===== config.mk =====
export PLATFORM = sky130hd
export DESIGN_NAME = line_window_gen_flat
export DESIGN_NICKNAME = d
export VERILOG_FILES = /design/src/rtl/line_window_gen_if.sv /design/src/rtl/line_window_gen.sv /design/src/flat_wrapper.sv
export SDC_FILE = /design/constraint.sdc
export NUM_CORES = 2
export LEC_CHECK = 0
export ABC_CLOCK_PERIOD_IN_PS = 4800
export CELL_PAD_IN_SITES_DETAIL_PLACEMENT = 0
export CELL_PAD_IN_SITES_GLOBAL_PLACEMENT = 1
export CORE_MARGIN = 2
export CORE_UTILIZATION = 45
export DETAILED_ROUTE_END_ITERATION = 10
export MAX_ROUTING_LAYER = met4
export PLACE_DENSITY = 0.68
export SYNTH_ARGS = -nofsm -noshare
export SYNTH_HDL_FRONTEND = slang
export SYNTH_SLANG_ARGS = --single-unit

===== constraint.sdc =====
create_clock -name pclk -period 4.8 [get_ports pclk]
set_input_delay 0.48 -clock pclk [delete_from_list [all_inputs] [get_ports pclk]]
set_output_delay 0.48 -clock pclk [all_outputs]
set_load 0.05 [all_outputs]

===== src/rtl/line_window_gen_if.sv =====
// Pixel-stream bundle for line_window_gen: raw video in, windowed video out.
// master drives the video inputs; slave (the window generator) drives the results.
interface line_window_gen_if #(
  parameter int DATA_W = 8,
  parameter int KSIZE  = 3
);
  logic [DATA_W-1:0]             data_in;
  logic                          de_in;
  logic                          hsync_in;
  logic                          vsync_in;
  logic [KSIZE*KSIZE*DATA_W-1:0] win_out;
  logic                          win_valid;
  logic                          de_out;
  logic                          hsync_out;
  logic                          vsync_out;
  logic                          ovf_err;

  modport master (
    output data_in, de_in, hsync_in, vsync_in,
    input  win_out, win_valid, de_out, hsync_out, vsync_out, ovf_err
  );

  modport slave (
    input  data_in, de_in, hsync_in, vsync_in,
    output win_out, win_valid, de_out, hsync_out, vsync_out, ovf_err
  );
endinterface


===== src/rtl/line_window_gen.sv =====
// KSIZE x KSIZE sliding-window generator: KSIZE-1 chained line RAMs plus
// per-row horizontal shift taps, with syncs delayed to match (latency 2).
// Optional macro WIN_ZERO_PAD_EN: zero-pad border taps and flag every active
// pixel valid; when undefined only full windows are flagged valid.
module line_window_gen #(
  parameter int DATA_W   = 8,
  parameter int KSIZE    = 3,
  parameter int LINE_MAX = 128
) (
  input logic              pclk,
  input logic              rst,
  line_window_gen_if.slave bus
);
  localparam int AW = $clog2(LINE_MAX);
  localparam int NR = KSIZE - 1;
  localparam int CW = $clog2(KSIZE);
  localparam logic [AW-1:0] COL_LAST = AW'(LINE_MAX - 1);
  localparam logic [CW-1:0] FILL_MAX = CW'(KSIZE - 1);

  typedef logic [DATA_W-1:0] pix_t;

  if (KSIZE != 3 && KSIZE != 5) begin : g_bad_ksize
    $error("line_window_gen: KSIZE must be 3 or 5");
  end

  logic [AW-1:0] r_col, r_col_d1;
  logic          r_line_full, r_de_prev, r_vs_prev, r_ovf;
  logic [CW-1:0] r_rows, r_rows_d1, r_rows_win, r_cols;
  pix_t          r_pix_d1;
  logic          r_we_d1, r_de_d1, r_hs_d1, r_vs_d1;
  logic          r_de_out, r_hs_out, r_vs_out;
  pix_t          r_taps [KSIZE][KSIZE];
  pix_t          w_rd [NR];
  pix_t          w_wr [NR];
  logic          w_vs_rise, w_de_fall, w_at_last, w_ovf_hit;

  assign w_vs_rise = bus.vsync_in & ~r_vs_prev;
  assign w_de_fall = ~bus.de_in & r_de_prev;
  assign w_at_last = (r_col == COL_LAST);
  // r_line_full marks that column LINE_MAX-1 was already written this line,
  // so a second pixel at the held column is the first overflowing one
  assign w_ovf_hit = bus.de_in & w_at_last & r_line_full;

  // Writes are issued one cycle after the read (from stage-1 registers) so
  // RAM k can take RAM k-1's registered read data; the address never
  // collides with the current read except while overflowing, when writes stop.
  for (genvar k = 0; k < NR; k++) begin : g_ram
    pix_t r_ram [LINE_MAX];
    pix_t r_rd;
    if (k == 0) begin : g_src
      assign w_wr[k] = r_pix_d1;
    end else begin : g_src
      assign w_wr[k] = w_rd[k-1];
    end
    // One line of storage with registered read, returning the pixel one line older
    always_ff @(posedge pclk) begin
      if (r_we_d1) r_ram[r_col_d1] <= w_wr[k];
      if (rst) r_rd <= '0;
      else     r_rd <= r_ram[r_col];
    end
    assign w_rd[k] = r_rd;
  end

  // Column/row bookkeeping, overflow flag and the first pipeline stage
  always_ff @(posedge pclk) begin
    if (rst) begin
      r_col       <= '0;
      r_line_full <= 1'b0;
      r_de_prev   <= 1'b0;
      r_vs_prev   <= 1'b0;
      r_rows      <= '0;
      r_ovf       <= 1'b0;
      r_pix_d1    <= '0;
      r_col_d1    <= '0;
      r_we_d1     <= 1'b0;
      r_de_d1     <= 1'b0;
      r_hs_d1     <= 1'b0;
      r_vs_d1     <= 1'b0;
      r_rows_d1   <= '0;
    end else begin
      r_de_prev <= bus.de_in;
      r_vs_prev <= bus.vsync_in;
      if (!bus.de_in)     r_col <= '0;
      else if (!w_at_last) r_col <= r_col + AW'(1);
      r_line_full <= bus.de_in & (r_line_full | w_at_last);
      if (w_vs_rise)                          r_rows <= '0;
      else if (w_de_fall && r_rows != FILL_MAX) r_rows <= r_rows + CW'(1);
      if (w_vs_rise)      r_ovf <= 1'b0;
      else if (w_ovf_hit) r_ovf <= 1'b1;
      r_pix_d1  <= bus.data_in;
      r_col_d1  <= r_col;
      r_we_d1   <= bus.de_in & ~r_line_full;
      r_de_d1   <= bus.de_in;
      r_hs_d1   <= bus.hsync_in;
      r_vs_d1   <= bus.vsync_in;
      r_rows_d1 <= r_rows;
    end
  end

  // Window register: horizontal shift taps and output-aligned syncs/fill counts
  always_ff @(posedge pclk) begin
    if (rst) begin
      for (int unsigned r = 0; r < KSIZE; r++)
        for (int unsigned c = 0; c < KSIZE; c++)
          r_taps[r][c] <= '0;
      r_de_out   <= 1'b0;
      r_hs_out   <= 1'b0;
      r_vs_out   <= 1'b0;
      r_rows_win <= '0;
      r_cols     <= '0;
    end else begin
      if (r_de_d1) begin
        for (int unsigned r = 0; r < KSIZE; r++)
          for (int unsigned c = 0; c < NR; c++)
            r_taps[r][c] <= r_taps[r][c+1];
        for (int unsigned r = 0; r < NR; r++)
          r_taps[r][NR] <= w_rd[NR-1-r];
        r_taps[NR][NR] <= r_pix_d1;
      end
      r_de_out   <= r_de_d1;
      r_hs_out   <= r_hs_d1;
      r_vs_out   <= r_vs_d1;
      r_rows_win <= r_rows_d1;
      if (!r_de_d1 || !r_de_out) r_cols <= '0;
      else if (r_cols != FILL_MAX) r_cols <= r_cols + CW'(1);
    end
  end

  // Flatten taps onto the output bus, zeroing unfilled border taps when padding
  always_comb begin
    bus.win_out = '0;
    for (int unsigned r = 0; r < KSIZE; r++) begin
      for (int unsigned c = 0; c < KSIZE; c++) begin
`ifdef WIN_ZERO_PAD_EN
        if ((int'(r) + int'(r_rows_win) < NR) || (int'(c) + int'(r_cols) < NR))
          bus.win_out[(r*KSIZE+c)*DATA_W +: DATA_W] = '0;
        else
          bus.win_out[(r*KSIZE+c)*DATA_W +: DATA_W] = r_taps[r][c];
`else
        bus.win_out[(r*KSIZE+c)*DATA_W +: DATA_W] = r_taps[r][c];
`endif
      end
    end
  end

`ifdef WIN_ZERO_PAD_EN
  assign bus.win_valid = r_de_out;
`else
  assign bus.win_valid = r_de_out & (r_rows_win == FILL_MAX) & (r_cols == FILL_MAX);
`endif
  assign bus.de_out    = r_de_out;
  assign bus.hsync_out = r_hs_out;
  assign bus.vsync_out = r_vs_out;
  assign bus.ovf_err   = r_ovf;
endmodule


===== src/flat_wrapper.sv =====
// flat-port wrapper written by rule: the top's interface ports become plain ports
module line_window_gen_flat 
#(
  parameter int DATA_W   = 8,
  parameter int KSIZE    = 3,
  parameter int LINE_MAX = 128
)
  (pclk, rst, bus_data_in, bus_de_in, bus_hsync_in, bus_vsync_in, bus_win_out, bus_win_valid, bus_de_out, bus_hsync_out, bus_vsync_out, bus_ovf_err);
  line_window_gen_if #(.DATA_W(DATA_W), .KSIZE(KSIZE)) bus_i ();
  input logic pclk;
  input logic rst;
  input wire logic [$bits(bus_i.data_in)-1:0] bus_data_in;
  input wire logic [$bits(bus_i.de_in)-1:0] bus_de_in;
  input wire logic [$bits(bus_i.hsync_in)-1:0] bus_hsync_in;
  input wire logic [$bits(bus_i.vsync_in)-1:0] bus_vsync_in;
  output wire logic [$bits(bus_i.win_out)-1:0] bus_win_out;
  output wire logic [$bits(bus_i.win_valid)-1:0] bus_win_valid;
  output wire logic [$bits(bus_i.de_out)-1:0] bus_de_out;
  output wire logic [$bits(bus_i.hsync_out)-1:0] bus_hsync_out;
  output wire logic [$bits(bus_i.vsync_out)-1:0] bus_vsync_out;
  output wire logic [$bits(bus_i.ovf_err)-1:0] bus_ovf_err;
  assign bus_i.data_in = bus_data_in;
  assign bus_i.de_in = bus_de_in;
  assign bus_i.hsync_in = bus_hsync_in;
  assign bus_i.vsync_in = bus_vsync_in;
  assign bus_win_out = bus_i.win_out;
  assign bus_win_valid = bus_i.win_valid;
  assign bus_de_out = bus_i.de_out;
  assign bus_hsync_out = bus_i.hsync_out;
  assign bus_vsync_out = bus_i.vsync_out;
  assign bus_ovf_err = bus_i.ovf_err;
  line_window_gen #(.DATA_W(DATA_W), .KSIZE(KSIZE), .LINE_MAX(LINE_MAX)) u_core (.pclk(pclk), .rst(rst), .bus(bus_i));
endmodule

## Yosys cells after proc, flatten, opt, wreduce, memory -nomap -nowiden

Memory sizes are Yosys's and may differ from the RTL's. A register that Yosys moved wholly into a read port is not among the register bits.
Index checks and enable logic that the tools add are counted.
W data, S select, Z words.

- Bits in registers: 39
- Memory bits (writable): 2,120
- Input port bits: 13
- Output and inout bits: 77
- Word-level logic and storage cells: 71
- Memories: 3

- $add $sub $neg: 3
- Equality and inequality tests: 5
- Multiplexer cells: 16
- Bitwise logic cells: 21
- Reduce and logical (&&, ||, !) cells: 7

Memory list:

| memory | depth | width | rd ports | clocked after Yosys merged registers in | wr ports | RTL line | text |
|---|---|---|---|---|---|---|---|
| u_core.g_ram[0].r_ram | 128 | 8 | 1 | 1 | 1 | line_window_gen.sv:48 | `pix_t r_ram [LINE_MAX];` |
| u_core.g_ram[1].r_ram | 128 | 8 | 1 | 1 | 1 | line_window_gen.sv:48 |  |
| u_core.r_taps | 3 | 24 | 3 | 0 | 3 | line_window_gen.sv:32 | `pix_t r_taps [KSIZE][KSIZE];` |

Operators with widths:

| operator | count |
|---|---|
| $mux W8 | 9 |
| $or A1 B1 Y1 | 10 |
| $and A1 B1 Y1 | 8 |
| $add A7 B1 Y7 const B | 1 |
| $eq A7 B7 Y1 const B | 1 |
| $mux W1 | 7 |
| $reduce_or A2 Y1 | 3 |
| $add A2 B1 Y2 const B | 2 |
| $eq A2 B2 Y1 const B | 2 |
| $ne A2 B2 Y1 const B | 2 |
| $not A1 Y1 | 3 |
| $logic_not A1 Y1 | 2 |
| $logic_and A1 B1 Y1 | 1 |
| $logic_or A1 B1 Y1 | 1 |

## Longest topological paths before layout

- Depth after elaboration: 4
- Mapped depth: 12
- Depth with buffers taken out: 6

## Least setup slack after synthesis

OpenSTA, ideal clock, no wires.

- Path kind: input -> register
- Start: in rst
- End: mem u_core.r_taps[0][0] (netlist bit) (enable)
- Setup time: 0.399 ns
- Arrival time: 2.009 ns
- Data required time: 4.401 ns
- Path slack: 2.392 ns
- Cell stages on the path: 3
- Buffers on the path: 2
- Cell sequence: clkbuf_1 -> buf_1 -> or2_2

RTL lines:

| element | RTL line | text |
|---|---|---|
| from (decl) | flat_wrapper.sv:11 | `input logic rst;` |
| to (decl) | line_window_gen.sv:32 |  |

==> metrics.log <==
[metrics] clock slew at the register clock pins of the worst setup and hold paths: 0.07 ns
[metrics] total half-perimeter wirelength after legalization and detailed placement: approximately 130 mm
[metrics] Crit. Startpoint: u_core.r_col[1]
[metrics] Crit Reg-Reg Endpoint: u_core.g_ram[1].r_rd[5]
[metrics] drt total wl: ~220 mm
[metrics] actual slew at the worst max-slew pin: roughly 1.3 ns
[metrics] most common cell after layout, fill and taps aside: sky130_fd_sc_hd__edfxtp_1
[metrics] number of top-level design ports: 90
[metrics] capturing element type of the critical path: flip-flop
[metrics] summed negative setup slack over all endpoints: 0 ns
[metrics] register bit total from synthesis: 2175
[metrics] path category of the worst min-delay check: input port to flip-flop
[metrics] Total Routing Usage GR: 24.1%
[metrics] FILL cells: roughly 14000
[metrics] proportion of register bits with asynchronous set or reset after synthesis: 0%
[metrics] Power per Cell Area: 407 nW/um^2
[metrics] final count of pins violating max slew: 0
[metrics] Initial Utilization: a little under half
[metrics] post-synthesis cell type count: 71
[metrics] worst-case clock buffer depth: 3
[metrics] netlist area before placement: ~83000 sq um
[metrics] post-route ant nets: 0
[metrics] startpoint class of the critical path: flip-flop
[metrics] top cell type's share of synthesized area: between 70 and 80%
[metrics] type of the worst setup path: flip-flop to flip-flop
[metrics] mean post-synth cell area: around 22 sq um
[metrics] r2r worst-path depth: 8
[metrics] required time at the worst-slack endpoint: roughly 5.5 ns
[metrics] first-pass GRT wire length: between 300 and 400 mm
[metrics] y dimension of the die: 434 microns
[metrics] commonest register cell after synthesis: sky130_fd_sc_hd__edfxtp_1
[metrics] number of DRC markers after the initial detailed-route iteration: between 4000 and 5000
[metrics] Reg2Reg Launch Point: u_core.r_col[1]
[metrics] net total in the final layout: roughly 4200
[metrics] number of buffers added for setup after CTS: 0
[metrics] via count of the routed design: just over 40000
[metrics] largest area contributor in the synthesized netlist: sky130_fd_sc_hd__edfxtp_1
[metrics] Clk Latency, worst-skew pair: around 0.87 ns
[metrics] Clock Skews: a little under 0.06 ns
[metrics] cell count after synthesis: ~3900
[metrics] syn nets: just under 4000
[metrics] Worst slew margin: ~15%
[metrics] number of gates resized after CTS: 0
[metrics] DP Cell Count: ~6500
[metrics] top cells by area in the synthesized netlist: sky130_fd_sc_hd__edfxtp_1 76%, sky130_fd_sc_hd__mux4_2 13%, sky130_fd_sc_hd__mux2i_1 1.9%, sky130_fd_sc_hd__dfxtp_1 1.3%, sky130_fd_sc_hd__nor2_1 0.82%
[metrics] clock sink count: approximately 2200
[metrics] Yosys warning count: 0
[metrics] share of final-layout standard cells stronger than drive strength 1: 24.1%
[metrics] x dimension of the die: around 430 microns
[metrics] GRT overflow: 0
[metrics] number of DRC violations after detailed routing: 0
[metrics] layout overhead on the synthesized area: 13.9%
[metrics] sequential cell area: approximately 65000 sq um
[metrics] Hold-fix buffers, CTS: 0
[metrics] count of endpoints failing setup in the final report: 0
[metrics] clock tree from TritonCTS: done
[metrics] # port buffers: 89
[metrics] critical path peak fanout: 29
[metrics] number of standard cells in the final layout excluding fillers: between 6000 and 7000
[metrics] Tcrit/Tclk final: a little under nine tenths
[metrics] final hold vios: 0
[metrics] total area of multi-input combinational cells: 17200 sq um
[metrics] via-per-instance ratio: roughly 6.0
[metrics] FF-to-FF setup slack: ~0.71 ns
[metrics] Final Core Density: 51.7%
[metrics] die footprint: about 190000 sq um
[metrics] initial antenna violation count: 5
[metrics] iteration count of the initial detailed-routing pass: 6
[metrics] leakage power figure: 29.4 nW
[metrics] hold path cells: 2
[metrics] sequential element share of the synthesized area: 77.8%
[metrics] TritonCTS buffer count: 211
[metrics] pin count of the biggest net entering global routing: 94
[metrics] Crit path arrival time: 4.81 ns
[metrics] launch instance of the worst min-delay path: rst
[metrics] drt wl/cell: around 32 microns
[metrics] maximum operating frequency: around 0.24 GHz
[metrics] max-cap violations: 0
[metrics] EDFF count, synth: about 2100
[metrics] Worst IR Drop VDD: a little under 400 uV
[metrics] top library cells by usage in the layout, fill and taps aside: 2120 x sky130_fd_sc_hd__edfxtp_1, 463 x sky130_fd_sc_hd__mux4_2, 239 x sky130_fd_sc_hd__buf_4, 211 x sky130_fd_sc_hd__clkbuf_16, 177 x sky130_fd_sc_hd__nor2_1
[metrics] number of global-route vias before repair: between 40000 and 50000
[metrics] hold endpoint: u_core.bus.vsync_out
[metrics] setup repair after global routing missed its margin: no
[metrics] H-tree levels: 4
[metrics] number of standard-cell rows in the floorplan: 157
[metrics] final critical-path required period: roughly 4 ns
[metrics] final weighted congestion in routability-driven placement: between 0.8 and 0.9
[metrics] cell area after placement: a little under 90000 sq um
[metrics] result of the run: finished, final reports clean
[metrics] cell area after layout: around 95000 sq um
[metrics] library cell used as clock root buffer: sky130_fd_sc_hd__clkbuf_16
[metrics] Core Box Area: ~180000 sq um
-- worst max-delay path, stage by stage, from the launching register on --
cell                       delay [ns]
sky130_fd_sc_hd__dfxtp_4         0.72
sky130_fd_sc_hd__buf_12          0.30
sky130_fd_sc_hd__buf_4           0.34
sky130_fd_sc_hd__mux4_2          0.54
sky130_fd_sc_hd__mux2_2          0.28
sky130_fd_sc_hd__o22ai_1         0.49
sky130_fd_sc_hd__a21oi_1         0.35
sky130_fd_sc_hd__a211oi_1        0.74
sky130_fd_sc_hd__nor4_1          0.11
-- logic make-up after synthesis --
| kind of cell | count (synthesis) | synth area share (%) |
|---|---|---|
| AOI/OAI and AO/OA | 354 | 2.96 |
| xor gates and xnor gates | 4 | 0.0421 |
| adders and majority gates | 3 | 0.0451 |
| buffers and inverters | 216 | 1.68 |
| DFF | 2175 | 77.8 |
| muxes | 639 | 14.7 |
| and+or+nand+nor | 476 | 2.84 |
-- area by class of cell --
type                    instances  area share [%]
diodes                          4          0.0106
clock buffers                 273            5.86
clock inverters               113            1.29
inverters                       7          0.0277
multi-input cells            1476            18.1
flip-flops and latches       2175            68.4
well taps                    2464            3.25
repair buffers                341            3.10
-- worst max-delay path by stage --
| stage | endpoint | slack, ns |
|---|---|---|
| final | u_core.g_ram[1].r_rd[5] | 0.71 |
| after global routing | u_core.g_ram[0].r_rd[7] | 0.77 |
| after CTS | u_core.g_ram[1].r_rd[5] | 0.79 |
| after detailed placement | u_core.g_ram[1].r_rd[5] | 0.83 |
| after global placement | u_core.g_ram[1].r_rd[5] | 0.81 |
| after floorplan | u_core.r_taps[0][0] | 2.39 |
-- cells in the mapped netlist, drive strengths merged (5+ instances only) --
master / number
a311oi: 6
nor4: 11
a31oi: 17
nand2: 64
nand2b: 16
mux4: 463
nand4: 6
dfxtp: 55
edfxtp: 2120
a221oi: 14
o211ai: 7
a21oi: 53
o2111ai: 5
nand3: 35
o21ai: 21
mux2: 19
buf: 157
clkbuf: 52
nor2b: 41
nor3: 11
o22ai: 72
a2111oi: 5
a22o: 14
and2: 81
a211oi: 26
inv: 7
nand3b: 5
a22oi: 78
o221ai: 15
mux2i: 157
nor2: 183
or2: 7
-- registers in the layout, indices dropped and copies added, names as in the netlist, 2 cells and up --
signal and count:
u_core.r_taps 72, u_core.r_col 7, u_core.r_col_d1 7, u_core.r_rows 2
u_core.g_ram.r_rd 16, u_core.r_rows_win 2, u_core.g_ram.r_ram 2048, u_core.r_rows_d1 2
u_core.r_cols 2, u_core.r_pix_d1 8
-- power by group --
part / internal (mW) / switching (mW) / total [mW]
clock: 9.06 / 7.13 / 16.2
sequential: 20.9 / 0.275 / 21.2
combinational: 0.426 / 0.738 / 1.16
-- per-layer routing --
metal  vias to the layer above  track usage, %  share of wire (%)
met1                     22018            33.1                 41
met2                      1895            37.1                 48
met4                         0            7.41                2.9
li1                      16860               -                  -
met5                         -               -                  0
met3                       327            4.00                8.2
-- through the flow --
step / hold WS, ns / power [mW] / setup slack [ns]
floorplan: 0.410 / 22.2 / 2.39
finish: 0.167 / 38.6 / 0.706
detailed placement: 0.426 / 22.8 / 0.827
global route: 0.150 / 39.6 / 0.775
CTS: 0.112 / 38.8 / 0.793
global placement: 0.419 / 22.8 / 0.810
Power figures use the tool's default switching activity.
